### src/rtl/fd_reg_pkg.sv
// Shared constants and the F->D pipeline register payload.
package fd_reg_pkg;

    localparam int unsigned PC_W    = 32;
    localparam int unsigned INSTR_W = 32;
    localparam int unsigned EXC_W   = 5;

    localparam logic [PC_W-1:0]  PC_RESET   = 32'h0000_3000;
    localparam logic [PC_W-1:0]  PC_HANDLER = 32'h0000_4180;
    localparam logic [PC_W-1:0]  TEXT_LO    = 32'h0000_3000;
    localparam logic [PC_W-1:0]  TEXT_HI    = 32'h0000_6FFC;
    localparam logic [EXC_W-1:0] EXC_NONE   = 5'd0;
    localparam logic [EXC_W-1:0] EXC_ADEL   = 5'd4;

    typedef struct packed {
        logic [PC_W-1:0]    pc;
        logic [INSTR_W-1:0] instr;
        logic [EXC_W-1:0]   exccode;
        logic               bd;
        logic               valid;
    } d_stage_t;

endpackage

### src/rtl/fd_reg_fetch_exc_check.sv
// Combinational fetch address check: misaligned or outside the text segment -> AdEL.
module fetch_exc_check
    import fd_reg_pkg::*;
(
    input  logic [PC_W-1:0]  pc,
    output logic [EXC_W-1:0] exccode
);

    always_comb begin
        exccode = EXC_NONE;
        if ((pc[1:0] != 2'b00) || (pc < TEXT_LO) || (pc > TEXT_HI)) begin
            exccode = EXC_ADEL;
        end
    end

endmodule

### src/rtl/fd_reg.sv
// F->D pipeline register with stall hold, exception flush and eret squash.
module fd_reg
    import fd_reg_pkg::*;
(
    input  logic               clk,
    input  logic               reset,
    input  logic               stall,
    input  logic               Req,
    input  logic               eret_D,
    input  logic [PC_W-1:0]    F_pc,
    input  logic [INSTR_W-1:0] F_instr,
    input  logic               F_bd,
    output logic [PC_W-1:0]    D_pc,
    output logic [INSTR_W-1:0] D_instr,
    output logic [EXC_W-1:0]   D_exccode,
    output logic               D_bd,
    output logic               D_valid
);

    logic [EXC_W-1:0] f_exccode_c;
    d_stage_t         load_c;
    d_stage_t         d_q;

    fetch_exc_check u_exc_check (
        .pc      (F_pc),
        .exccode (f_exccode_c)
    );

    // Normal-load payload; a faulting fetch enters D as a nop carrying the code.
    always_comb begin
        load_c.pc      = F_pc;
        load_c.instr   = F_instr;
        load_c.exccode = f_exccode_c;
        load_c.bd      = F_bd;
        load_c.valid   = 1'b1;
        if (f_exccode_c != EXC_NONE) begin
            load_c.instr = '0;
        end
    end

    // Priority: reset > Req > stall > eret_D > load.
    always_ff @(posedge clk) begin
        if (!reset) begin
            d_q.pc      <= PC_RESET;
            d_q.instr   <= '0;
            d_q.exccode <= EXC_NONE;
            d_q.bd      <= 1'b0;
            d_q.valid   <= 1'b0;
        end else if (Req) begin
            d_q.pc      <= PC_HANDLER;
            d_q.instr   <= '0;
            d_q.exccode <= EXC_NONE;
            d_q.bd      <= 1'b0;
            d_q.valid   <= 1'b0;
        end else if (!stall) begin
            if (eret_D) begin
                d_q.pc      <= F_pc;
                d_q.instr   <= '0;
                d_q.exccode <= EXC_NONE;
                d_q.bd      <= 1'b0;
                d_q.valid   <= 1'b0;
            end else begin
                d_q <= load_c;
            end
        end
    end

    assign D_pc      = d_q.pc;
    assign D_instr   = d_q.instr;
    assign D_exccode = d_q.exccode;
    assign D_bd      = d_q.bd;
    assign D_valid   = d_q.valid;

endmodule

### config.mk
export PLATFORM = sky130hd
export DESIGN_NAME = fd_reg
export DESIGN_NICKNAME = d
export VERILOG_FILES = /design/src/rtl/fd_reg_pkg.sv /design/src/rtl/fd_reg_fetch_exc_check.sv /design/src/rtl/fd_reg.sv
export SDC_FILE = /design/constraint.sdc
export NUM_CORES = 1
export LEC_CHECK = 0
export BUFFER_PORTS_ARGS = -buffer_cell sky130_fd_sc_hd__buf_2
export CAP_MARGIN = 20
export CORE_MARGIN = 3
export CORE_UTILIZATION = 30
export CTS_CLUSTER_SIZE = 24
export DETAILED_ROUTE_END_ITERATION = 8
export GPL_ROUTABILITY_DRIVEN = 0
export HOLD_SLACK_MARGIN = 0.15
export SKIP_CTS_REPAIR_TIMING = 1
export SLEW_MARGIN = 0
export SYNTH_ARGS = -nofsm -noshare
export SYNTH_HDL_FRONTEND = slang
export SYNTH_SLANG_ARGS = --single-unit
### constraint.sdc
create_clock -name clk -period 4.9 [get_ports clk]
set_input_delay 1.225 -clock clk [delete_from_list [all_inputs] [get_ports clk]]
set_output_delay 1.225 -clock clk [all_outputs]
set_load 0.03 [all_outputs]
==> metrics.cfg, run 1 <==
[synth]
synth_edf_count = 0
synth-seq-cells = 67
ys.flop_type = dfxtp_1
netlist.area_leader.share_pct = 49.5
syn_inst = 278
synthTopCellsByArea = dfxtp_1 49%, nand3_1 12%, mux2i_1 11%
syn_area_per_cell_um2 = 9.75
yosys.area.top_type = dfxtp_1
netlist_area_mm2 = 0.00271
ys_types = 31
yosysWarnings = 0
async_flop_share_pct = 0
yosysSeqAreaShare_pct = 49.5

[critical_path]
path_cells = buf_2 -> buf_4 -> mux2_2 -> o21a_1
crit_buf_inv = 2
cp_max_fo = 48
crit_family = buffers and inverters
crit_path_start = stall
critical-path-max-stage-delay_ns = 0.65
slowest_stage = buf_4
critPathArrivalTime_ns = 2.86
end_kind = flop
start_kind = primary input
required_ns = 5.13
timing.rr.start = D_pc[14]$_SDFFE_PN0P_
crit_type = in2reg

[placed_design]
post_dp_cell_area_mm2 = 0.00343
io_buffers = 136
dp.cells = 501
place_ws_ns = 1.91
place_hpwl_mm = 5.02

[layout]
layout_common_cells = 136 x buf_2, 67 x dfxtp_1, 64 x nand3_1
seq_area_mm2 = 0.00134
multi_input_area_mm2 = 0.00124
diodes = 0
post-route-util_pct = 41.9
mostFrequentLayoutCell = buf_2
fill_cells = 916
post-route-cell-area_mm2 = 0.00367
final_cells = 517
fin_nets = 474
syn2layout_area_growth_pct = 35.4
drive_gt1_share_pct = 47.4

[clock_tree]
cts_inserted_buffers = 9
cts_tree = yes
clk_pin_slew_ns = 0.07
cts_root_buffer = clkbuf_8
htree_levels = 3
clkLatencyLatePin_ns = 0.33
ctsLongestPathBuffers = 2
numClockSinks = 67

[sta]
timing.final.ws_setup_ns = 2.26
worstMarginPinSlew_ns = 0.968
fmax_mhz = 379
hold_ws_ns = 0.462
setup_viol = 0
final_hold_viol_count = 0
relSlewSlack_pct = 35.4
clock-skew-final_ns = 0
tns_ns = 0
finalCritPeriodShare_pct = 53.8
post-route-min-period_ns = 2.64
grt_setup_unrepaired = false
drv_slew = 0

[detailed_routing]
drtIter0Drc = 56
ant_nets = 0
drc_errors = 0
vias_per_cell = 4.71
dr.pass1.iters = 4
vias = 2437
routed_wl_mm = 7.18
wl_per_cell_um = 13.9

[global_route]
antenna_found_initial = 0
track_usage_pct = 14.0
grt_pass1_vias = 2330
grt_overflow = 0
grt_max_degree = 49
grt_pass1_wl_mm = 11.4

[die]
fp.dieH_um = 101
initial_core_util_pct = 30.9
dieArea_mm2 = 0.0102
rows = 34
io_pins = 141
die_w_um = 101
core_area_mm2 = 0.00876

[power]
leakagePower_nw = 1.73
vdd_ir_drop_max_uv = 169
design_power_total_mw = 1.25
cellPowerDensity_mw_per_mm2 = 342

[flow_run]
maxCapViolCount = 0

[min_path]
holdCritStartpoint = D_instr[0]$_SDFFE_PP0N_
hp-class = reg2reg

[outcome]
outcome = completed

[synth_stat cells (2+ instances only)]
cell type and count:
dfxtp_1 67, nor3_1 2, o21a_1 3, buf_6 3
mux2_2 3, o21ai_1 4, buf_2 3, buf_4 4
or4_1 2, o21ai_2 30, buf_1 5, mux2i_1 29
clkbuf_1 13, nor2_1 30, nand3_1 64
[where the power goes]
| part | internal [mW] | total [mW] | switching [mW] |
|---|---|---|---|
| Clock | 0.351 | 0.560 | 0.209 |
| Combinational | 0.0499 | 0.134 | 0.0837 |
| Sequential | 0.555 | 0.561 | 0.00525 |
| Total | 0.956 | 1.25 | 0.298 |
[worst min-delay path, delay by kind of cell (launching register included)]
family | cells | cell delay (ns)
AO/OA/AOI/OAI | 1 | 0.05
AND/OR/NAND/NOR | 1 | 0.06
flip-flops | 1 | 0.31
[final timing paths]
path	end	slack (ns)	cells past startpoint
setup / recovery	D_pc[14]$_SDFFE_PN0P_	2.26	4
hold / removal	D_instr[0]$_SDFFE_PP0N_	0.46	2
setup reg to reg	D_pc[14]$_SDFFE_PN0P_	4.06	2
hold reg to reg	D_instr[0]$_SDFFE_PP0N_	0.46	2
[layer usage]
metal / vias up / share of wire, % / global-route usage [%] / routed length [um]
met2: 88 / 47 / 22.6 / 3350
li1: 1226 / - / - / -
met4: 0 / 0.93 / 3.37 / 67
met3: 7 / 9.4 / 5.88 / 672
met5: - / 0 / 0 / 0
met1: 1116 / 43 / 17.3 / 3100
[kinds of logic (layout without fill, tap and decap cells)]
group                  Yosys count  after routing  share of synthesized area, %
AND/OR/NAND/NOR                108            108                          20.5
XOR/XNOR                         1              1                         0.323
flip-flops                      67             67                          49.5
AO/OA/AOI/OAI                   40             40                          12.1
other                            1              4                         0.138
buffers and inverters           29            157                          5.54
multiplexers                    32             32                          12.0
[sequential cells by signal, indices dropped and copies added, names as in the netlist]
signal / cells
D_pc: 32
D_exccode: 1
D_bd: 1
D_valid: 1
D_instr: 32
[area by class of cell]
type                       count  area share (%)
timing repair buffer         140            19.4
tap                          108            3.68
inverter                       1           0.102
clock inverter                 5            2.73
clock buffer                  11            3.85
sequential                    67            36.5
multi-input combinational    185            33.7
Note: power is estimated with default switching activity, not from simulation.
==> inputs of run 2 (changes only) <==
Settings changed: ABC_AREA set to 1.
Clock period 4.9 ns to 2.21 ns, I/O delays scaled along.
==> run 2 against run 1 <==
Compared with the run above: sequential cell count is the same; register-to-register slack lost 2.6 ns; final area shrank 1.1%; via count grew 12%; count of clock-buffer cells in the layout is the same; routed wire length grew 2.8%; critical path type is now reg2out; critical endpoint is now D_instr[7]; largest cell class unchanged.
==> metrics.cfg, run 2 <==
[global_route]
antenna_found_initial = 0
grt_max_degree = 46
grt_pass1_wl_mm = 11.7
track_usage_pct = 14.5
grt_pass1_vias = 2450
grt_overflow = 0

[synth]
ys.flop_type = dfxtp_1
synth-seq-cells = 67
yosysWarnings = 0
yosys.area.top_type = dfxtp_1
synth_edf_count = 0
synth_top_family_by_area = simple AND/OR/NAND/NOR gates
netlist.area_leader.share_pct = 49.6
synthTopCellsByCount = 128 x nand2_1, 68 x a21oi_1, 67 x dfxtp_1, 47 x nor2_1, 35 x inv_1
synth_xor_area_share_pct = 0
netlist_area_mm2 = 0.00271
yosysSeqAreaShare_pct = 49.6
synth_fa_ha_area_share_pct = 0
synth_compound_area_share_pct = 13.6
syn_area_per_cell_um2 = 7.04
async_flop_share_pct = 0
synthTopCellsByArea = dfxtp_1 50%, nand2_1 18%, a21oi_1 13%
yosysMostFrequentCell = nand2_1
syn_inst = 384
muxShareOfSynthArea_pct = 0
ys_types = 18
synth-simple-area-share_pct = 26.4

[min_path]
hp-class = in2reg

[power]
design_power_total_mw = 2.41
cellPowerDensity_mw_per_mm2 = 665
vdd_ir_drop_max_uv = 230
leakagePower_nw = 1.79

[critical_path]
slowest_stage = dfxtp_1
crit_family = flip-flops
cp_max_fo = 2
critPathArrivalTime_ns = 0.88
crit_type = reg2out
crit_buf_inv = 1
critical-path-max-stage-delay_ns = 0.35
required_ns = 1.66
end_kind = primary output
path_cells = buf_2
start_kind = flop

[clock_tree]
htree_levels = 3
cts_tree = yes
ctsLongestPathBuffers = 2
cts_inserted_buffers = 9
clk_pin_slew_ns = 0.07
clkLatencyLatePin_ns = 0.33
cts_root_buffer = clkbuf_8
numClockSinks = 67

[detailed_routing]
dr.pass1.iters = 4
wl_per_cell_um = 11.8
wl_met3_um = 603
drc_errors = 0
vias = 2719
wl_met2_mm = 3.54
met1Wirelength_mm = 3.13
vias_per_cell = 4.34
ant_nets = 0
drtIter0Drc = 88
routed_wl_mm = 7.38
top_layer = met4

[sta]
fmax_mhz = 698
finalCritPeriodShare_pct = 64.9
hold_ws_ns = 0.458
final_hold_viol_count = 0
setup_viol = 0
drv_slew = 0
clock-skew-final_ns = 0
grt_setup_unrepaired = false
post-route-min-period_ns = 1.43
tns_ns = 0

[die]
io_pins = 141
rows = 34
fp.dieH_um = 101
initial_core_util_pct = 31.0
dieArea_mm2 = 0.0102
die_w_um = 101
core_area_mm2 = 0.00872

[placed_design]
place_hpwl_mm = 5.38
post_dp_cell_area_mm2 = 0.00346
io_buffers = 136

[layout]
diodes = 0
fill_cells = 923
post-route-util_pct = 41.6
mostFrequentLayoutCell = buf_2
fin_nets = 586
drive_gt1_share_pct = 31.8
post-route-cell-area_mm2 = 0.00363
syn2layout_area_growth_pct = 34.2
layout_common_cells = 136 x buf_2, 128 x nand2_1, 68 x a21oi_1

[outcome]
outcome = completed

[flow_run]
maxCapViolCount = 0

run 2: changes by cell type in the layout (fill, tap and decap cells not counted), moves of 4 or more:
cell / before / now
inv_1: 1 / 35
nand3_1: 64 / 2
o21ai_2: 30 / 0
a21oi_1: 1 / 68
mux2i_1: 29 / 0
nor2_1: 30 / 47
buf_4: 4 / 8
o21ai_1: 4 / 0
nand2_1: 1 / 128
run 2: metrics by stage:
step | worst slack (ns) | std cells
6_report | 0.777 | 627
5_1_grt | 0.652 | 627
4_1_cts | 0.745 | 627
3_5_place_dp | 0.419 | 613
3_3_place_gp | 0.442 | 613
2_1_floorplan | 0.832 | 387
run 2: routing by layer:
layer | up-vias | GRT usage (%)
met1 | 1184 | 17.5
li1 | 1435 | -
met5 | - | 0
met3 | 11 | 4.43
met4 | 0 | 5.62
met2 | 89 | 24.2
run 2: final cells by class:
cell class | count | area (um^2) | share of cell area [%]
Multi-Input combinational cell | 258 | 1100 | 30.2
Timing Repair Buffer | 145 | 761 | 21.0
Clock inverter | 3 | 15.0 | 0.414
Sequential cell | 67 | 1340 | 36.9
Clock buffer | 11 | 151 | 4.17
Inverter | 35 | 131 | 3.62
Tap cell | 108 | 135 | 3.72
run 2: where the power goes:
| group | switching (mW) | leakage, nW | total, mW | internal, mW |
|---|---|---|---|---|
| registers | 0.0113 | 0.544 | 1.24 | 1.23 |
| clock network | 0.436 | 0.0908 | 0.886 | 0.450 |
| logic | 0.184 | 1.15 | 0.285 | 0.101 |
| total | 0.631 | 1.79 | 2.41 | 1.78 |
run 2: path summary, 6_finish.rpt:
| path | from | slack (ns) | to | depth (start not counted) |
|---|---|---|---|---|
| setup / recovery | D_instr[7]$_SDFFE_PP0N_ | 0.78 | D_instr[7] | 1 |
| hold / removal | F_pc[11] | 0.46 | D_pc[11]$_SDFFE_PP0N_ | 3 |
| setup reg to reg | D_pc[12]$_SDFFE_PN1P_ | 1.47 | D_pc[12]$_SDFFE_PN1P_ | 1 |
| hold reg to reg | D_pc[7]$_SDFFE_PN0P_ | 0.46 | D_pc[7]$_SDFFE_PN0P_ | 2 |
run 2: cell families (layout without fill, tap and decap cells):
kind of cell	count (synthesis)	in the layout
AOI/OAI and AO/OA	71	71
buffers and inverters	62	194
DFF	67	67
other	1	4
and+or+nand+nor	183	183
==> inputs of run 3 (changes only) <==
Clock period 2.21 ns to 1.4 ns, I/O delays scaled along.
==> run 3 against run 2 <==
Compared with the run above: die area did not move; worst hold slack worse by 0.20 ns; global-route usage decreased by 0.25 points; combinational power rose by 65%; critical endpoint is now D_exccode[2]; sequential power is 58% higher.
==> metrics.cfg, run 3 (synthesized netlist as in run 2, its figures left out) <==
[outcome]
outcome = completed

[critical_path]
r2r_slack_ns = 0.67
critical-path-max-stage-delay_ns = 0.36
cp-endpoint = D_exccode[2]
slowest_stage = dfxtp_1
crit_path_start = D_exccode[2]$_SDFFE_PP0N_
r2r_end = D_pc[13]$_SDFFE_PN1P_
crit_family = flip-flops
critPathArrivalTime_ns = 0.89
worstSetupPathDepth = 1
timing.rr.start = D_pc[13]$_SDFFE_PN1P_
required_ns = 1.05
cp_max_fo = 2
ff2ff_path_depth = 1
crit_buf_inv = 1
path_cells = buf_2
crit_type = reg2out
end_kind = primary output
start_kind = flop

[detailed_routing]
dr.pass1.iters = 4
drtIter0Drc = 82
ant_nets = 0
vias_per_cell = 4.35
wl_per_cell_um = 11.7
routed_wl_mm = 7.40
vias = 2756
drc_errors = 0

[min_path]
hp-class = in2reg

[layout]
syn2layout_area_growth_pct = 40.1
diodes = 0
fin_nets = 591
drive_gt1_share_pct = 32.7
layout_common_cells = 136 x buf_2, 128 x nand2_1, 68 x a21oi_1
post-route-cell-area_mm2 = 0.00379
mostFrequentLayoutCell = buf_2

[power]
power.switching_mw = 1.04
leakagePower_nw = 1.86
p_seq_share_pct = 44.6
p_clk_share_pct = 44.7
vdd_ir_drop_max_uv = 647
cellPowerDensity_mw_per_mm2 = 1160
internal_power_mw = 3.35
netSwitchingFraction_pct = 23.7
comb_power_share_pct = 10.7
design_power_total_mw = 4.39

[die]
rows = 34
dieArea_mm2 = 0.0102
io_pins = 141
die_w_um = 101
core_area_mm2 = 0.00872
fp.dieH_um = 101
initial_core_util_pct = 31.0

[flow_run]
maxCapViolCount = 0

[global_route]
grt_max_degree = 40
grt_pass1_wl_mm = 11.6
grt_overflow = 0
track_usage_pct = 14.3
grt_pass1_vias = 2521
antenna_found_initial = 0

[sta]
hold_ws_ns = 0.259
setup_viol = 0
post-route-min-period_ns = 1.24
fmax_mhz = 809
final_hold_viol_count = 0
finalCritPeriodShare_pct = 88.3
clock-skew-final_ns = 0
grt_setup_unrepaired = false
timing.final.ws_setup_ns = 0.163
drv_slew = 0
tns_ns = 0

[clock_tree]
cts_root_buffer = clkbuf_8
clk_pin_slew_ns = 0.08
numClockSinks = 67
htree_levels = 3
clkLatencyLatePin_ns = 0.32
ctsLongestPathBuffers = 2
cts_inserted_buffers = 9
cts_tree = yes

[placed_design]
io_buffers = 136
place_hpwl_mm = 5.53
place_ws_ns = -0.134
post_dp_cell_area_mm2 = 0.00354

run 3: cell count changes in the layout (fill, tap and decap cells not counted), sizes merged:
cell,delta
buf,+5
clkbuf,-1
bufinv,+3
run 3: worst min path at each step:
stage,from,end,slack [ns],cells after the start
global route,F_pc[11],D_pc[11]$_SDFFE_PP0N_,0.25,3
finish,F_pc[11],D_pc[11]$_SDFFE_PP0N_,0.26,3
CTS,F_pc[11],D_pc[11]$_SDFFE_PP0N_,0.24,3
floorplan,F_bd,D_bd$_SDFFE_PP0N_,0.49,2
global placement,D_pc[8]$_SDFFE_PN0P_,D_pc[8]$_SDFFE_PN0P_,0.45,2
detailed placement,D_pc[7]$_SDFFE_PN0P_,D_pc[7]$_SDFFE_PN0P_,0.45,2
run 3: cell type report:
cell class	instances	area, um^2
Timing Repair Buffer	150	836
Fill cell	926	4930
Clock inverter	6	113
Inverter	35	131
Multi-Input combinational cell	258	1100
Clock buffer	10	138
Tap cell	108	135
Sequential cell	67	1340
run 3: power groups by stage:
stage | Sequential [mW] | Clock, mW | Combinational (mW)
2_1_floorplan | 2.08 | 0 | 0.192
3_3_place_gp | 2.00 | 0 | 0.475
3_5_place_dp | 2.00 | 0 | 0.477
4_1_cts | 1.96 | 2.03 | 0.478
5_1_grt | 1.96 | 2.12 | 0.520
6_report | 1.96 | 1.96 | 0.470
run 3: per-layer routing:
layer / track usage (%) / part of all wire, % / wire (um) / up-vias
met5: 0 / 0 / 0 / -
met4: 3.37 / 0.99 / 73 / 0
met3: 5.12 / 8.2 / 603 / 8
met2: 25.0 / 49 / 3600 / 91
met1: 16.6 / 42 / 3120 / 1210
li1: - / - / - / 1447
run 3: metrics by stage:
step / std cells / utilization, %
after floorplan: 387 / -
after global placement: 618 / 40.6
after detailed placement: 618 / 40.6
after CTS: 634 / 43.5
after global routing: 634 / 43.5
final: 634 / 43.5
